## config.mk

```make
export PLATFORM = sky130hd
export DESIGN_NAME = serializador_resultado_flat
export DESIGN_NICKNAME = d
export VERILOG_FILES = /design/src/rtl/serializador_resultado_if.sv /design/src/rtl/serializador_resultado.sv /design/src/flat_wrapper.sv
export SDC_FILE = /design/constraint.sdc
export NUM_CORES = 1
export LEC_CHECK = 0
export BUFFER_PORTS_ARGS = -buffer_cell sky130_fd_sc_hd__buf_2
export CAP_MARGIN = 10
export CORE_MARGIN = 1.5
export CORE_UTILIZATION = 55
export DETAILED_ROUTE_END_ITERATION = 7
export PLACE_DENSITY = 0.81
export SYNTH_ARGS = -nofsm -noshare
export SYNTH_HDL_FRONTEND = slang
export SYNTH_SLANG_ARGS = --single-unit
```

## constraint.sdc

```tcl
create_clock -name clk -period 4.6 [get_ports clk]
set_clock_uncertainty 0.15 [all_clocks]
set_input_delay 0.23 -clock clk [delete_from_list [all_inputs] [get_ports clk]]
set_output_delay 0.23 -clock clk [all_outputs]
set_load 0.005 [all_outputs]
```

## src/rtl/serializador_resultado_if.sv

```systemverilog
// serializador_resultado_if
//   Groups the capture handshake and the serial-side outputs of
//   serializador_resultado into one bundle.
//   master : upstream accumulator side (drives i_*, observes o_*)
//   slave  : the serializer itself (observes i_*, drives o_*)
//   Signals:
//     i_data       accumulator value to send (NB_DATA bits)
//     i_overflow   accumulator overflow flag sent with i_data
//     i_valid      capture request
//     o_ready      serializer can accept a word this cycle
//     o_tx         serial line, idle high
//     o_busy       frame in progress
//     o_frame_done one-cycle pulse on the last cycle of the stop bit
//     o_sticky_ovf set by any accepted word carrying overflow
//     i_clr_ovf    synchronous clear of o_sticky_ovf
interface serializador_resultado_if #(
  parameter int NB_DATA = 6
);
  logic [NB_DATA-1:0] i_data;
  logic               i_overflow;
  logic               i_valid;
  logic               o_ready;
  logic               o_tx;
  logic               o_busy;
  logic               o_frame_done;
  logic               o_sticky_ovf;
  logic               i_clr_ovf;

  modport master (
    output i_data, i_overflow, i_valid, i_clr_ovf,
    input  o_ready, o_tx, o_busy, o_frame_done, o_sticky_ovf
  );

  modport slave (
    input  i_data, i_overflow, i_valid, i_clr_ovf,
    output o_ready, o_tx, o_busy, o_frame_done, o_sticky_ovf
  );
endinterface

```

## src/rtl/serializador_resultado.sv

```systemverilog
// serializador_resultado
//   Captures the accumulator value and its overflow flag through a
//   valid/ready handshake and sends them as one framed serial word:
//   start(0) | data LSB first | overflow | even parity | stop(1),
//   each bit held CLKS_PER_BIT cycles. Keeps a sticky overflow flag.
//   Ports:
//     clk   system clock, rising edge
//     i_rst asynchronous active-high reset (aborts any frame in flight)
//     bus   serializador_resultado_if.slave (handshake + serial outputs)
module serializador_resultado #(
  parameter int NB_DATA      = 6,
  parameter int CLKS_PER_BIT = 4
) (
  input  logic                    clk,
  input  logic                    i_rst,
  serializador_resultado_if.slave bus
);

  localparam int CNT_W = (CLKS_PER_BIT > 1) ? $clog2(CLKS_PER_BIT) : 1;
  localparam int IDX_W = (NB_DATA > 1) ? $clog2(NB_DATA) : 1;
  localparam logic [CNT_W-1:0] CNT_LAST = CNT_W'(CLKS_PER_BIT - 1);
  localparam logic [IDX_W-1:0] IDX_LAST = IDX_W'(NB_DATA - 1);

  typedef enum logic [2:0] {
    IDLE,
    START,
    DATA,
    OVF,
    PARITY,
    STOP
  } state_t;

  state_t             state, state_n;
  logic [CNT_W-1:0]   cnt, cnt_n;
  logic [IDX_W-1:0]   idx, idx_n;
  logic [IDX_W-1:0]   idx_inc;
  logic               tx, tx_n;
  logic               sticky;
  logic [NB_DATA-1:0] data_q;
  logic               ovf_q;
  logic               par_q;
  logic               accept;
  logic               bit_end;

  function automatic logic even_parity(input logic [NB_DATA-1:0] d,
                                       input logic               ovf);
    return (^d) ^ ovf;
  endfunction

  assign accept  = bus.i_valid && (state == IDLE);
  assign bit_end = (cnt == CNT_LAST);
  assign idx_inc = idx + 1'b1;

  // Captured word: loaded only at the accept edge, held for the whole frame
  always_ff @(posedge clk) begin
    if (accept) begin
      data_q <= bus.i_data;
      ovf_q  <= bus.i_overflow;
      par_q  <= even_parity(bus.i_data, bus.i_overflow);
    end
  end

  // Control state register
  always_ff @(posedge clk or posedge i_rst) begin
    if (i_rst) begin
      state <= IDLE;
      cnt   <= '0;
      idx   <= '0;
      tx    <= 1'b1;
    end else begin
      state <= state_n;
      cnt   <= cnt_n;
      idx   <= idx_n;
      tx    <= tx_n;
    end
  end

  // Next state; tx_n is the level of the bit that begins on the next cycle,
  // so the registered line changes exactly on bit boundaries.
  always_comb begin
    state_n = state;
    cnt_n   = cnt;
    idx_n   = idx;
    tx_n    = tx;
    unique case (state)
      IDLE: begin
        tx_n = 1'b1;
        if (accept) begin
          state_n = START;
          cnt_n   = '0;
          idx_n   = '0;
          tx_n    = 1'b0;
        end
      end
      START: begin
        if (bit_end) begin
          state_n = DATA;
          cnt_n   = '0;
          idx_n   = '0;
          tx_n    = data_q[0];
        end else begin
          cnt_n = cnt + 1'b1;
        end
      end
      DATA: begin
        if (bit_end) begin
          cnt_n = '0;
          if (idx == IDX_LAST) begin
            state_n = OVF;
            tx_n    = ovf_q;
          end else begin
            idx_n = idx_inc;
            tx_n  = data_q[idx_inc];
          end
        end else begin
          cnt_n = cnt + 1'b1;
        end
      end
      OVF: begin
        if (bit_end) begin
          state_n = PARITY;
          cnt_n   = '0;
          tx_n    = par_q;
        end else begin
          cnt_n = cnt + 1'b1;
        end
      end
      PARITY: begin
        if (bit_end) begin
          state_n = STOP;
          cnt_n   = '0;
          tx_n    = 1'b1;
        end else begin
          cnt_n = cnt + 1'b1;
        end
      end
      STOP: begin
        tx_n = 1'b1;
        if (bit_end) begin
          state_n = IDLE;
          cnt_n   = '0;
        end else begin
          cnt_n = cnt + 1'b1;
        end
      end
      default: begin
        state_n = IDLE;
        cnt_n   = '0;
        idx_n   = '0;
        tx_n    = 1'b1;
      end
    endcase
  end

  // Sticky overflow: a set at the same edge as a clear takes priority
  always_ff @(posedge clk or posedge i_rst) begin
    if (i_rst) begin
      sticky <= 1'b0;
    end else if (accept && bus.i_overflow) begin
      sticky <= 1'b1;
    end else if (bus.i_clr_ovf) begin
      sticky <= 1'b0;
    end
  end

  assign bus.o_tx         = tx;
  assign bus.o_ready      = (state == IDLE);
  assign bus.o_busy       = (state != IDLE);
  assign bus.o_frame_done = (state == STOP) && bit_end;
  assign bus.o_sticky_ovf = sticky;

endmodule
```

## src/flat_wrapper.sv

```systemverilog
// flat-port wrapper written by rule: the top's interface ports become plain ports
module serializador_resultado_flat 
#(
  parameter int NB_DATA      = 6,
  parameter int CLKS_PER_BIT = 4
)
  (clk, i_rst, bus_i_data, bus_i_overflow, bus_i_valid, bus_i_clr_ovf, bus_o_ready, bus_o_tx, bus_o_busy, bus_o_frame_done, bus_o_sticky_ovf);
  serializador_resultado_if #(.NB_DATA(NB_DATA)) bus_i ();
  input  logic clk;
  input  logic i_rst;
  input wire logic [$bits(bus_i.i_data)-1:0] bus_i_data;
  input wire logic [$bits(bus_i.i_overflow)-1:0] bus_i_overflow;
  input wire logic [$bits(bus_i.i_valid)-1:0] bus_i_valid;
  input wire logic [$bits(bus_i.i_clr_ovf)-1:0] bus_i_clr_ovf;
  output wire logic [$bits(bus_i.o_ready)-1:0] bus_o_ready;
  output wire logic [$bits(bus_i.o_tx)-1:0] bus_o_tx;
  output wire logic [$bits(bus_i.o_busy)-1:0] bus_o_busy;
  output wire logic [$bits(bus_i.o_frame_done)-1:0] bus_o_frame_done;
  output wire logic [$bits(bus_i.o_sticky_ovf)-1:0] bus_o_sticky_ovf;
  assign bus_i.i_data = bus_i_data;
  assign bus_i.i_overflow = bus_i_overflow;
  assign bus_i.i_valid = bus_i_valid;
  assign bus_i.i_clr_ovf = bus_i_clr_ovf;
  assign bus_o_ready = bus_i.o_ready;
  assign bus_o_tx = bus_i.o_tx;
  assign bus_o_busy = bus_i.o_busy;
  assign bus_o_frame_done = bus_i.o_frame_done;
  assign bus_o_sticky_ovf = bus_i.o_sticky_ovf;
  serializador_resultado #(.NB_DATA(NB_DATA), .CLKS_PER_BIT(CLKS_PER_BIT)) u_core (.clk(clk), .i_rst(i_rst), .bus(bus_i));
endmodule
```

==> results.toml <==
[detailed_routing]
routedWlPerCell_um = 12.8
via_count = 771
firstDrtPassIters = 4
wirelength_mm = 1.84
drt_iter0_drc = 13
via_per_inst = 5.39
drtAntennaViolNets = 0
drc = 0

[sta]
hold_viol = 0
min_period_ns = 1.86
fin_crit_sh = 0.405
tightest_slew_ns = 0.511
whs_ns = 0.0633
tns_ns = 0
report.final.slew_viol_count = 0
rsz0062_at_grt = "no"
relSlewSlack = 0.659
setup_viol = 0
fmax_mhz = 536

[floorplanning]
coreArea_sq_um = 1710
dieWidth_um = 45.6
start_util = 0.585
pin_count = 16
die_area_sq_um = 2080
die_y_um = 45.6
row_count = 15

[synthesis]
synth_cell_types = 36
ys.warnings.count = 0
ys_ff_latch = 18
syn-instance-count = 95
synthTopCellsByArea = "edfxtp_1, dfrtp_1, xnor2_1"
synth_area_per_cell_sq_um = 10.5
synth_top_area_cell = "edfxtp_1"
ys_seq_area_frac = 0.492
synth_top_area_frac = 0.241
syn-num-nets = 109
synth_area_sq_um = 998

[power_and_ir_drop]
p_leak_nw = 0.479
total_power_mw = 0.619
ir_worst_vdd_mv = 0.261
p_per_area_nw_per_um2 = 516

[grt]
first_global_vias = 730
antenna_found_initial = 0
grt_pass1_wl_mm = 3.02
grt_max_degree = 18
grt_usage = 0.205
globalRouteOverflowTotal = 0

[layout]
layout_common_cells = "buf_2, nand2_1, dfrtp_1, dlygate4sd3_1, edfxtp_1"
antenna-diode-count = 0
mostFrequentLayoutCell = "buf_2"
fillers = 121
drive_gt1_frac = 0.212
synthToLayoutAreaGrowth_pct = 20.1
nNetsFinal = 133

[worst_setup_path]
critical-path-max-stage-delay_ns = 0.58
worstPathCellList = "nor3_2 -> and2_1 -> a21oi_1 -> nor3_1 -> a21oi_1"
rr_worst_depth = 5
critPathLaunchType = "register"
crit_cells = 5
crit_fanout = 17
criticalPathCategory = "reg -> reg"
crit_buf_inv = 0
arrival_ns = 1.94
crit_slowest_cell = "dfrtp_1"
cp-end-kind = "register"
cp_data_required_time_ns = 4.67
critPathTopFamily = "simple AND/OR/NAND/NOR gates"
crit_top_cell = "a21oi_1"

[clock_network]
h-tree-depth = 1
tritoncts = "built"
clock-sinks = 18
cts.path.max_buffers = 2
clk_latency_ns = 0.29
numCtsBuffers = 3
cts-resized-gates = 0
clk_pin_slew_ns = 0.10
cts_setup_buffers = 0
cts-hold-fix-buffers = 8
cts_root_buf = "clkbuf_4"

[run_status]
status = "finished, final reports clean"

[hold_path]
hold_path_class = "in -> reg"
min_path_cells = 3

[run]
max_cap_viol_count = 0

[placed_design]
post-dp-hpwl_mm = 1.29
gp_congestion = 0.771
io_buffers = 15
worst paths after layout:
kind | start | end | slack, ns
max in group asynchronous | i_rst | u_core.bus.o_tx | 3.68
min reg2reg | u_core.bus.o_sticky_ovf | u_core.bus.o_sticky_ovf | 0.37
max | u_core.state[1] | u_core.bus.o_tx | 2.74
min | bus_i_clr_ovf | u_core.bus.o_sticky_ovf | 0.06
min in group asynchronous | i_rst | u_core.idx[2] | 0.30
max reg2reg | u_core.state[1] | u_core.bus.o_tx | 2.74
kinds of logic after synthesis:
logic type               synth area share
AND/OR/NAND/NOR                     0.154
AO/OA/AOI/OAI                       0.145
flip-flops                          0.492
buffers and inverters              0.0451
XOR/XNOR                           0.0614
multiplexers                       0.0639
adder cells (fa/ha/maj)            0.0376
routing by layer:
| metal | vias up | GRT usage | wire, um |
|---|---|---|---|
| li1 | 385 | - | - |
| met1 | 369 | 0.254 | 792 |
| met2 | 13 | 0.349 | 967 |
| met3 | 4 | 0.0238 | 43 |
| met4 | 0 | 0.106 | 31 |
| met5 | - | 0 | 0 |
synthesized netlist by cell type, drive strengths merged:
master,number
a31oi,1
nand3b,1
buf,4
o221ai,1
o311ai,2
a22o,1
nand2b,3
mux2i,3
xnor2,5
o2bb2ai,2
dfrtp,9
o21ai,6
and2,1
inv,6
o22ai,1
dfstp,1
nor3,4
o21a,1
nor4b,2
a21oi,6
mux2,1
or3,1
edfxtp,8
nor2,6
nand2,10
ha,3
mux4,1
nand3,2
xor2,2
a211o,1
where the power goes:
part           internal, mW  switching [mW]  total [mW]
combinational         0.116           0.127       0.243
sequential            0.217          0.0629       0.280
clock                0.0482          0.0481      0.0963
state kept, by name, summed over array words and instances (netlist names):
register and flops:
u_core.bus.o_sticky_ovf 1, u_core.bus.o_tx 1, u_core.cnt 2, u_core.data_q 6
u_core.idx 3, u_core.ovf_q 1, u_core.par_q 1, u_core.state 3
stage by stage:
stage               instance area [sq um]  setup slack, ns  cells   util
floorplan                             998             2.93     95      -
global placement                     1080             2.78    131  0.634
detailed placement                   1080             2.74    131  0.634
CTS                                  1200             2.72    143  0.702
global route                         1200             2.54    143  0.702
finish                               1200             2.74    143  0.702
layout make-up:
type | count | area, sq um | area share
Timing Repair Buffer | 23 | 155 | 0.129
Tap cell | 25 | 31.3 | 0.0261
Multi-Input combinational cell | 67 | 462 | 0.385
Clock buffer | 4 | 36.3 | 0.0303
Sequential cell | 18 | 492 | 0.410
Inverter | 6 | 22.5 | 0.0188
worst reg2reg max path, stage by stage, from the launching register on:
cell,delay (ns)
dfrtp_1,0.58
nor3_2,0.29
and2_1,0.42
a21oi_1,0.07
nor3_1,0.20
a21oi_1,0.09
No activity file was read; power rests on OpenSTA's default activity.
